===== config.mk =====
export PLATFORM = sky130hd
export DESIGN_NAME = inst_encoder_writer
export DESIGN_NICKNAME = d
export VERILOG_FILES = /design/src/rtl/inst_encoder_writer.sv
export SDC_FILE = /design/constraint.sdc
export NUM_CORES = 1
export LEC_CHECK = 0
export ABC_AREA = 1
export BUFFER_PORTS_ARGS = -buffer_cell sky130_fd_sc_hd__buf_4
export CAP_MARGIN = 40
export CORE_ASPECT_RATIO = 0.75
export CORE_MARGIN = 2
export CORE_UTILIZATION = 50
export CTS_CLUSTER_DIAMETER = 150
export DETAILED_ROUTE_END_ITERATION = 16
export GPL_TIMING_DRIVEN = 0
export MAX_ROUTING_LAYER = met4
export PLACE_DENSITY_LB_ADDON = 0.12
export SYNTH_ARGS = -nofsm -noshare
export SYNTH_HDL_FRONTEND = slang
export SYNTH_SLANG_ARGS = --single-unit

===== constraint.sdc =====
create_clock -name clk -period 2.8 [get_ports clk]
set_input_delay 0.56 -clock clk [delete_from_list [all_inputs] [get_ports clk]]
set_output_delay 0.56 -clock clk [all_outputs]
set_load 0.01 [all_outputs]

===== src/rtl/inst_encoder_writer.sv =====
// Packs decoded RV32I fields into instruction words and writes them to
// consecutive instruction-memory addresses through a one-entry output stage.
module inst_encoder_writer #(
  parameter int unsigned ADDR_W = 8,
  parameter int unsigned RS     = 5,
  parameter int unsigned RD     = 5
) (
  input  logic              clk,
  input  logic              rst,
  input  logic              clear,
  input  logic              in_valid,
  output logic              in_ready,
  input  logic [4:0]        op_code,
  input  logic [3:0]        sub_op_code,
  input  logic [RS-1:0]     rs1,
  input  logic [RS-1:0]     rs2,
  input  logic [RD-1:0]     rd,
  input  logic [31:0]       imm,
  input  logic [4:0]        shift_size,
  output logic              mem_we,
  input  logic              mem_ready,
  output logic [ADDR_W-1:0] mem_addr,
  output logic [31:0]       mem_wdata,
  output logic [ADDR_W:0]   count,
  output logic              full,
  output logic              err
);

  localparam logic [4:0] OP_LOAD   = 5'b00000;
  localparam logic [4:0] OP_IMM    = 5'b00100;
  localparam logic [4:0] OP_AUIPC  = 5'b00101;
  localparam logic [4:0] OP_STORE  = 5'b01000;
  localparam logic [4:0] OP_REG    = 5'b01100;
  localparam logic [4:0] OP_LUI    = 5'b01101;
  localparam logic [4:0] OP_BRANCH = 5'b11000;
  localparam logic [4:0] OP_JALR   = 5'b11001;
  localparam logic [4:0] OP_JAL    = 5'b11011;

  localparam logic [ADDR_W:0] CAPACITY = {1'b1, {ADDR_W{1'b0}}};

  typedef enum logic [1:0] {EMPTY, LOADED, FULL} state_t;

  state_t              state_q, state_d;
  logic [ADDR_W-1:0]   addr_q, addr_d;
  logic [31:0]         wdata_q, wdata_d;
  logic [ADDR_W:0]     count_q, count_d;
  logic                err_q, err_d;

  logic [31:0]         enc_word;
  logic                op_ok;
  logic [2:0]          f3;
  logic [4:0]          rs1_f, rs2_f, rd_f;
  logic                accept, commit;

  assign rs1_f = 5'(rs1);
  assign rs2_f = 5'(rs2);
  assign rd_f  = 5'(rd);

  always_comb begin
    f3            = sub_op_code[2:0];
    op_ok         = 1'b1;
    enc_word      = '0;
    enc_word[1:0] = 2'b11;
    enc_word[6:2] = op_code;
    case (op_code)
      OP_LUI, OP_AUIPC: begin
        enc_word[31:12] = imm[31:12];
        enc_word[11:7]  = rd_f;
      end
      OP_IMM: begin
        enc_word[19:15] = rs1_f;
        enc_word[14:12] = f3;
        enc_word[11:7]  = rd_f;
        if (f3 == 3'b001 || f3 == 3'b101) begin
          enc_word[31:25] = {1'b0, sub_op_code[3], 5'b0};
          enc_word[24:20] = shift_size;
        end else begin
          enc_word[31:20] = imm[11:0];
        end
      end
      OP_LOAD, OP_JALR: begin
        enc_word[31:20] = imm[11:0];
        enc_word[19:15] = rs1_f;
        enc_word[14:12] = (op_code == OP_JALR) ? 3'b000 : f3;
        enc_word[11:7]  = rd_f;
      end
      OP_REG: begin
        enc_word[31:25] = {1'b0, sub_op_code[3], 5'b0};
        enc_word[24:20] = rs2_f;
        enc_word[19:15] = rs1_f;
        enc_word[14:12] = f3;
        enc_word[11:7]  = rd_f;
      end
      OP_STORE: begin
        enc_word[31:25] = imm[11:5];
        enc_word[24:20] = rs2_f;
        enc_word[19:15] = rs1_f;
        enc_word[14:12] = f3;
        enc_word[11:7]  = imm[4:0];
      end
      OP_BRANCH: begin
        enc_word[31]    = imm[12];
        enc_word[30:25] = imm[10:5];
        enc_word[24:20] = rs2_f;
        enc_word[19:15] = rs1_f;
        enc_word[14:12] = f3;
        enc_word[11:8]  = imm[4:1];
        enc_word[7]     = imm[11];
      end
      OP_JAL: begin
        enc_word[31]    = imm[20];
        enc_word[30:21] = imm[10:1];
        enc_word[20]    = imm[11];
        enc_word[19:12] = imm[19:12];
        enc_word[11:7]  = rd_f;
      end
      default: op_ok = 1'b0;
    endcase
  end

  always_ff @(posedge clk or posedge rst) begin
    if (rst) begin
      state_q <= EMPTY;
      addr_q  <= '0;
      wdata_q <= '0;
      count_q <= '0;
      err_q   <= 1'b0;
    end else begin
      state_q <= state_d;
      addr_q  <= addr_d;
      wdata_q <= wdata_d;
      count_q <= count_d;
      err_q   <= err_d;
    end
  end

  assign accept = in_valid && in_ready;
  assign commit = (state_q == LOADED) && mem_ready;

  // The held word's address is addr_q; a bundle accepted alongside a commit
  // lands at the incremented address, which is exactly addr_d.
  always_comb begin
    state_d = state_q;
    addr_d  = addr_q;
    wdata_d = wdata_q;
    count_d = count_q;
    err_d   = err_q;
    if (clear) begin
      state_d = EMPTY;
      addr_d  = '0;
      count_d = '0;
      err_d   = 1'b0;
    end else begin
      if (accept && !op_ok) err_d = 1'b1;
      if (commit) begin
        addr_d  = addr_q + 1'b1;
        count_d = count_q + 1'b1;
      end
      case (state_q)
        EMPTY: begin
          if (accept && op_ok) begin
            state_d = LOADED;
            wdata_d = enc_word;
          end
        end
        LOADED: begin
          if (commit) begin
            if (count_q + 1'b1 == CAPACITY) begin
              state_d = FULL;
            end else if (accept && op_ok) begin
              state_d = LOADED;
              wdata_d = enc_word;
            end else begin
              state_d = EMPTY;
            end
          end
        end
        default: state_d = FULL;
      endcase
    end
  end

  always_comb begin
    mem_we    = (state_q == LOADED);
    full      = (state_q == FULL);
    in_ready  = !rst && (state_q != FULL) && ((state_q == EMPTY) || mem_ready);
    mem_addr  = addr_q;
    mem_wdata = wdata_q;
    count     = count_q;
    err       = err_q;
  end

endmodule

Word-level counts from Yosys, hierarchy flattened:

Index checks and enable logic that the tools add are counted.

* $add $sub $neg: 2
* reductions and logical operators: 20
* muxes and demuxes: 20
* bitwise operators: 1
* equal/unequal tests: 18

Operators by type and width (number)
* case mux 25 bit (7 select lines): 1
* 2-to-1 mux 32 bit: 3
* case mux 32 bit (2 select lines): 1
* 2-to-1 mux 9 bit: 2
* 2-to-1 mux 8 bit: 2
* equality test 5 x 4 -> 1 bit (second input constant): 3
* equality test 5 bit (second input constant): 3
* 2-to-1 mux 12 bit: 1
* equality test 5 x 3 -> 1 bit (second input constant): 2
* adder 9 x 1 -> 9 bit (second input constant): 1
* equality test 9 bit (second input constant): 1
* OR reduction 9 bit: 1
* adder 8 x 1 -> 8 bit (second input constant): 1
* 2-to-1 mux 2 bit: 4
* logical AND 1 bit: 6
* nonzero test 2 bit: 3
* zero test 5 bit: 1
* 2-to-1 mux 1 bit: 4
* != test 2 bit (second input constant): 2
* case mux 2 bit (2 select lines): 1
* AND reduction 4 bit: 1
* OR reduction 2 bit: 2
* equality test 3 x 1 -> 1 bit (second input constant): 1
* equality test 3 bit (second input constant): 1
* 11 further kinds: 13

* logic and storage cells: 66
* output and inout port bits: 53
* input port bits: 66
* register bits: 52

Logic depth before layout (Yosys ltp):

* depth in word-level cells: 10
* depth in mapped cells: 12
* depth with buffers taken out: 11

Worst setup path before layout:

Ideal clock, no wire load.

* path type: in2reg
* start: in rst
* end: reg wdata_q[30], in the netlist mem_wdata[30]
* required time: 2683 ps
* arrival time: 2823 ps
* setup slack: -140 ps
* cell stages on the path: 9
* library setup time: 117 ps
* buffers on the path: 1
* cell sequence: inv_1 -> o21ai_0 -> nor2_1 -> nand4_1 -> nor2_4 -> nand2_2 -> buf_6 -> nand2_1 -> nand2_1

* word-level cells in the longest chain between the ends: 9

Ends and longest elaborated chain
* from (decl): RTL line 9 `input logic rst,`
* zero test 1 bit (*): RTL line 186 `in_ready = !rst && (state_q != FULL) && ((state_q == EMPTY) || mem_ready);`
* logical AND 1 bit (*) (2 in series): RTL line 186
* via in_ready: RTL line 12 `output logic in_ready,`
* logical AND 1 bit (*): RTL line 137 `assign accept = in_valid && in_ready;`
* logical AND 1 bit (*): RTL line 161, 170
* 2-to-1 mux 32 bit (*)
* 2-to-1 mux 32 bit (2 in series)
* case mux 32 bit (2 select lines) (*)
* to (signal assigned): RTL line 131 `wdata_q <= wdata_d;`
* to (decl): RTL line 45 `logic [31:0] wdata_q, wdata_d;`

The timed path passes the listed nets; every way through them passes the cells marked *. The select of a mux whose other input is x is not followed.
A chain may end at the register's enable or synchronous reset.

Worst setup path after layout:

* start: in rst
* end: out in_ready

* word-level cells in the longest chain between the ends: 3

Ends and longest elaborated chain (RTL line)
* zero test 1 bit: 186
* logical AND 1 bit (2 in series): 186
* to (decl): 12

Every way passes these cells.

==> results.py <==
metrics = {
    "clocking": {
        "worstSkewPairLatency_ns": 0.30,
        "path_clk_slew_ns": 0.09,
        "clock-sinks": 51,
        "cts_setup_buffers": 0,
        "post_cts_resized": 0,
        "htree_levels": 2,
        "cts_tree": "done",
        "numCtsBuffers": 5,
        "holdBufCountCts": 0,
        "cts-root-buf": "clkbuf_8",
        "clk_path_buf_depth": 2,
    },
    "sta": {
        "slew_viol_final": 0,
        "period_share": 0.820,
        "setup_viol": 0,
        "fmax_mhz": 436,
        "fin_crit_ns": 2.30,
        "layout_setup_ws_ns": 0.505,
        "final.setup_skew_ns": 0.00640,
        "rsz0062_at_grt": "no",
        "hold_viol": 0,
        "fin_tns_setup_ns": 0,
        "worst_pin_slew_ns": 0.607,
        "whs_ns": 0.277,
        "relSlewSlack": 0.594,
    },
    "routing": {
        "dr.pass1.iters": 5,
        "ant_nets": 0,
        "detail_route.iter0.violations": 198,
        "wl_um": 9450,
        "vias": 3592,
        "drcViolationCount": 0,
        "wl_per_cell_um": 13.5,
        "vias_per_cell": 5.14,
    },
    "global_route": {
        "grt_max_degree": 33,
        "grt_usage": 0.288,
        "antenna_found_initial": 0,
        "grt_pass1_vias": 3322,
        "grt_pass1_wl_um": 15300,
        "grt-ovfl-total": 0,
    },
    "hold_path": {
        "hp-class": "in2async",
    },
    "floorplanning": {
        "dieWidth_um": 96.4,
        "core_area_sq_mm": 0.00626,
        "rows": 25,
        "die_area_sq_mm": 0.00707,
        "io_pins": 119,
        "die_y_um": 73.3,
        "start_util": 0.512,
    },
    "critical_path": {
        "start_kind": "input port",
        "worstPathMaxFanout": 32,
        "required_ns": 2.24,
        "crit_type": "in2out",
        "endpoint_kind": "primary output",
        "reg2reg_from": "count[0]",
        "r2r-end": "mem_wdata[26]",
        "r2r_cells": 10,
        "arrival_ns": 1.74,
        "r2r_setup_slack_ns": 0.68,
    },
    "synth": {
        "synth_area_leaders": "dfrtp_1 40%, nand2_1 24%, nand3_1 8.6%",
        "synth_common_cells": "205 x nand2_1, 55 x nand3_1, 54 x nor2_1",
        "avgSynthCellArea_sq_um": 6.51,
        "postSynthCellCount": 492,
        "synth_top_area_cell": "dfrtp_1",
        "synthDistinctLibCells": 25,
        "syn-cell-area_sq_mm": 0.00320,
        "synth_seq_area_share": 0.398,
        "yosysTopAreaCellShare": 0.398,
        "synth_seq_cells": 51,
        "yosysWarningCount": 0,
        "synth-main-ff-cell": "dfrtp_1",
        "synth_nets": 561,
        "synth_most_common_cell": "nand2_1",
        "synth_enable_flop_cells": 0,
        "synthArstFlopShare": 1.00,
    },
    "final_layout": {
        "syn2layout_area_growth_pct": 34.3,
        "final_util": 0.688,
        "drive_above_1_share": 0.236,
        "fin_cells": 699,
        "antenna_cells": 0,
        "design_area_sq_mm": 0.00430,
        "n_fill_cell": 563,
        "nets": 687,
    },
    "flow_run": {
        "maxCapViolCount": 0,
    },
    "placement": {
        "pre_cts_ws_ns": 0.317,
        "dp_cells": 692,
        "dp_hpwl_um": 7550,
        "placed_area_sq_mm": 0.00422,
        "place_congestion": 0.945,
        "portBuffers": 118,
    },
    "pwr": {
        "power.total_mw": 1.81,
        "powerDensity_mw_per_mm2": 420,
        "p_leak_nw": 2.48,
        "irDropWorstVdd_uv": 316,
    },
    "run_status": {
        "status": "finished clean",
    },
}
[metal layers]
metal / part of all wire / up-vias / track usage
li1: - / 1808 / -
met1: 0.46 / 1640 / 0.398
met2: 0.47 / 135 / 0.455
met3: 0.068 / 9 / 0.0544
met4: 0.0075 / 0 / 0.0423
met5: 0 / - / -
[report_power, final]
group / internal [mW] / switching [mW]
Clock: 0.195 / 0.234
Combinational: 0.237 / 0.254
Sequential: 0.827 / 0.0592
[registers in the layout, indices dropped and copies added, names as in the netlist]
name,flops
mem_wdata,31
mem_addr,8
err,1
state_q,2
count,9
[worst max-delay path by stage]
| stage | to | cells after the start | startpoint |
|---|---|---|---|
| after floorplan | mem_wdata[30] | 9 | rst |
| after global placement | in_ready | 5 | rst |
| after detailed placement | mem_wdata[26] | 11 | rst |
| after CTS | in_ready | 6 | rst |
| after global routing | in_ready | 6 | rst |
| final | in_ready | 6 | rst |
[layout make-up]
type | instances | area [sq um] | share of cell area
clock buffers | 6 | 82.6 | 0.0192
plain buffers | 11 | 73.8 | 0.0172
flip-flops and latches | 51 | 1280 | 0.297
well taps | 81 | 101 | 0.0236
multi-input cells | 382 | 1670 | 0.389
repair buffers | 119 | 906 | 0.211
clock inverters | 1 | 5.00 | 0.00116
inverters | 48 | 184 | 0.0427
[logic make-up (layout without fill, tap and decap cells)]
kind of cell | Yosys count | count (layout) | synth area share
adder cells (fa/ha/maj) | 3 | 3 | 0.0117
flip-flops | 51 | 51 | 0.398
AO/OA/AOI/OAI | 42 | 42 | 0.0738
AND/OR/NAND/NOR | 336 | 336 | 0.434
buffers and inverters | 59 | 185 | 0.0793
XOR/XNOR | 1 | 1 | 0.00273
[critical path: stages]
cell        delay (ns)
buf_4             0.09
clkinvlp_4        0.39
buf_12            0.35
o21ai_0           0.09
nor2_1            0.09
buf_4             0.15
[cells in the final DEF (no fill, tap or decap)]
master	synthesis	routed
clkbuf_8	0	6
o21ai_0	21	21
xor2_1	1	1
buf_6	3	3
clkinv_2	0	1
dfrtp_1	51	51
nand2_1	205	205
o22ai_1	2	2
a211oi_1	1	1
inv_2	1	1
nand2_2	3	3
a22o_1	3	3
inv_1	47	46
nor3_1	7	7
nor2_1	54	54
clkinvlp_4	0	1
a21boi_0	4	4
nor2_2	3	3
nand3_1	55	55
buf_12	0	1
clkbuf_1	2	2
nand3_2	1	1
nand3b_1	1	1
nand4_1	5	5
buf_4	1	119
buf_2	5	5
ha_1	3	3
nor2_4	2	2
a21oi_1	11	11
Note: power is estimated with default switching activity, not from simulation.
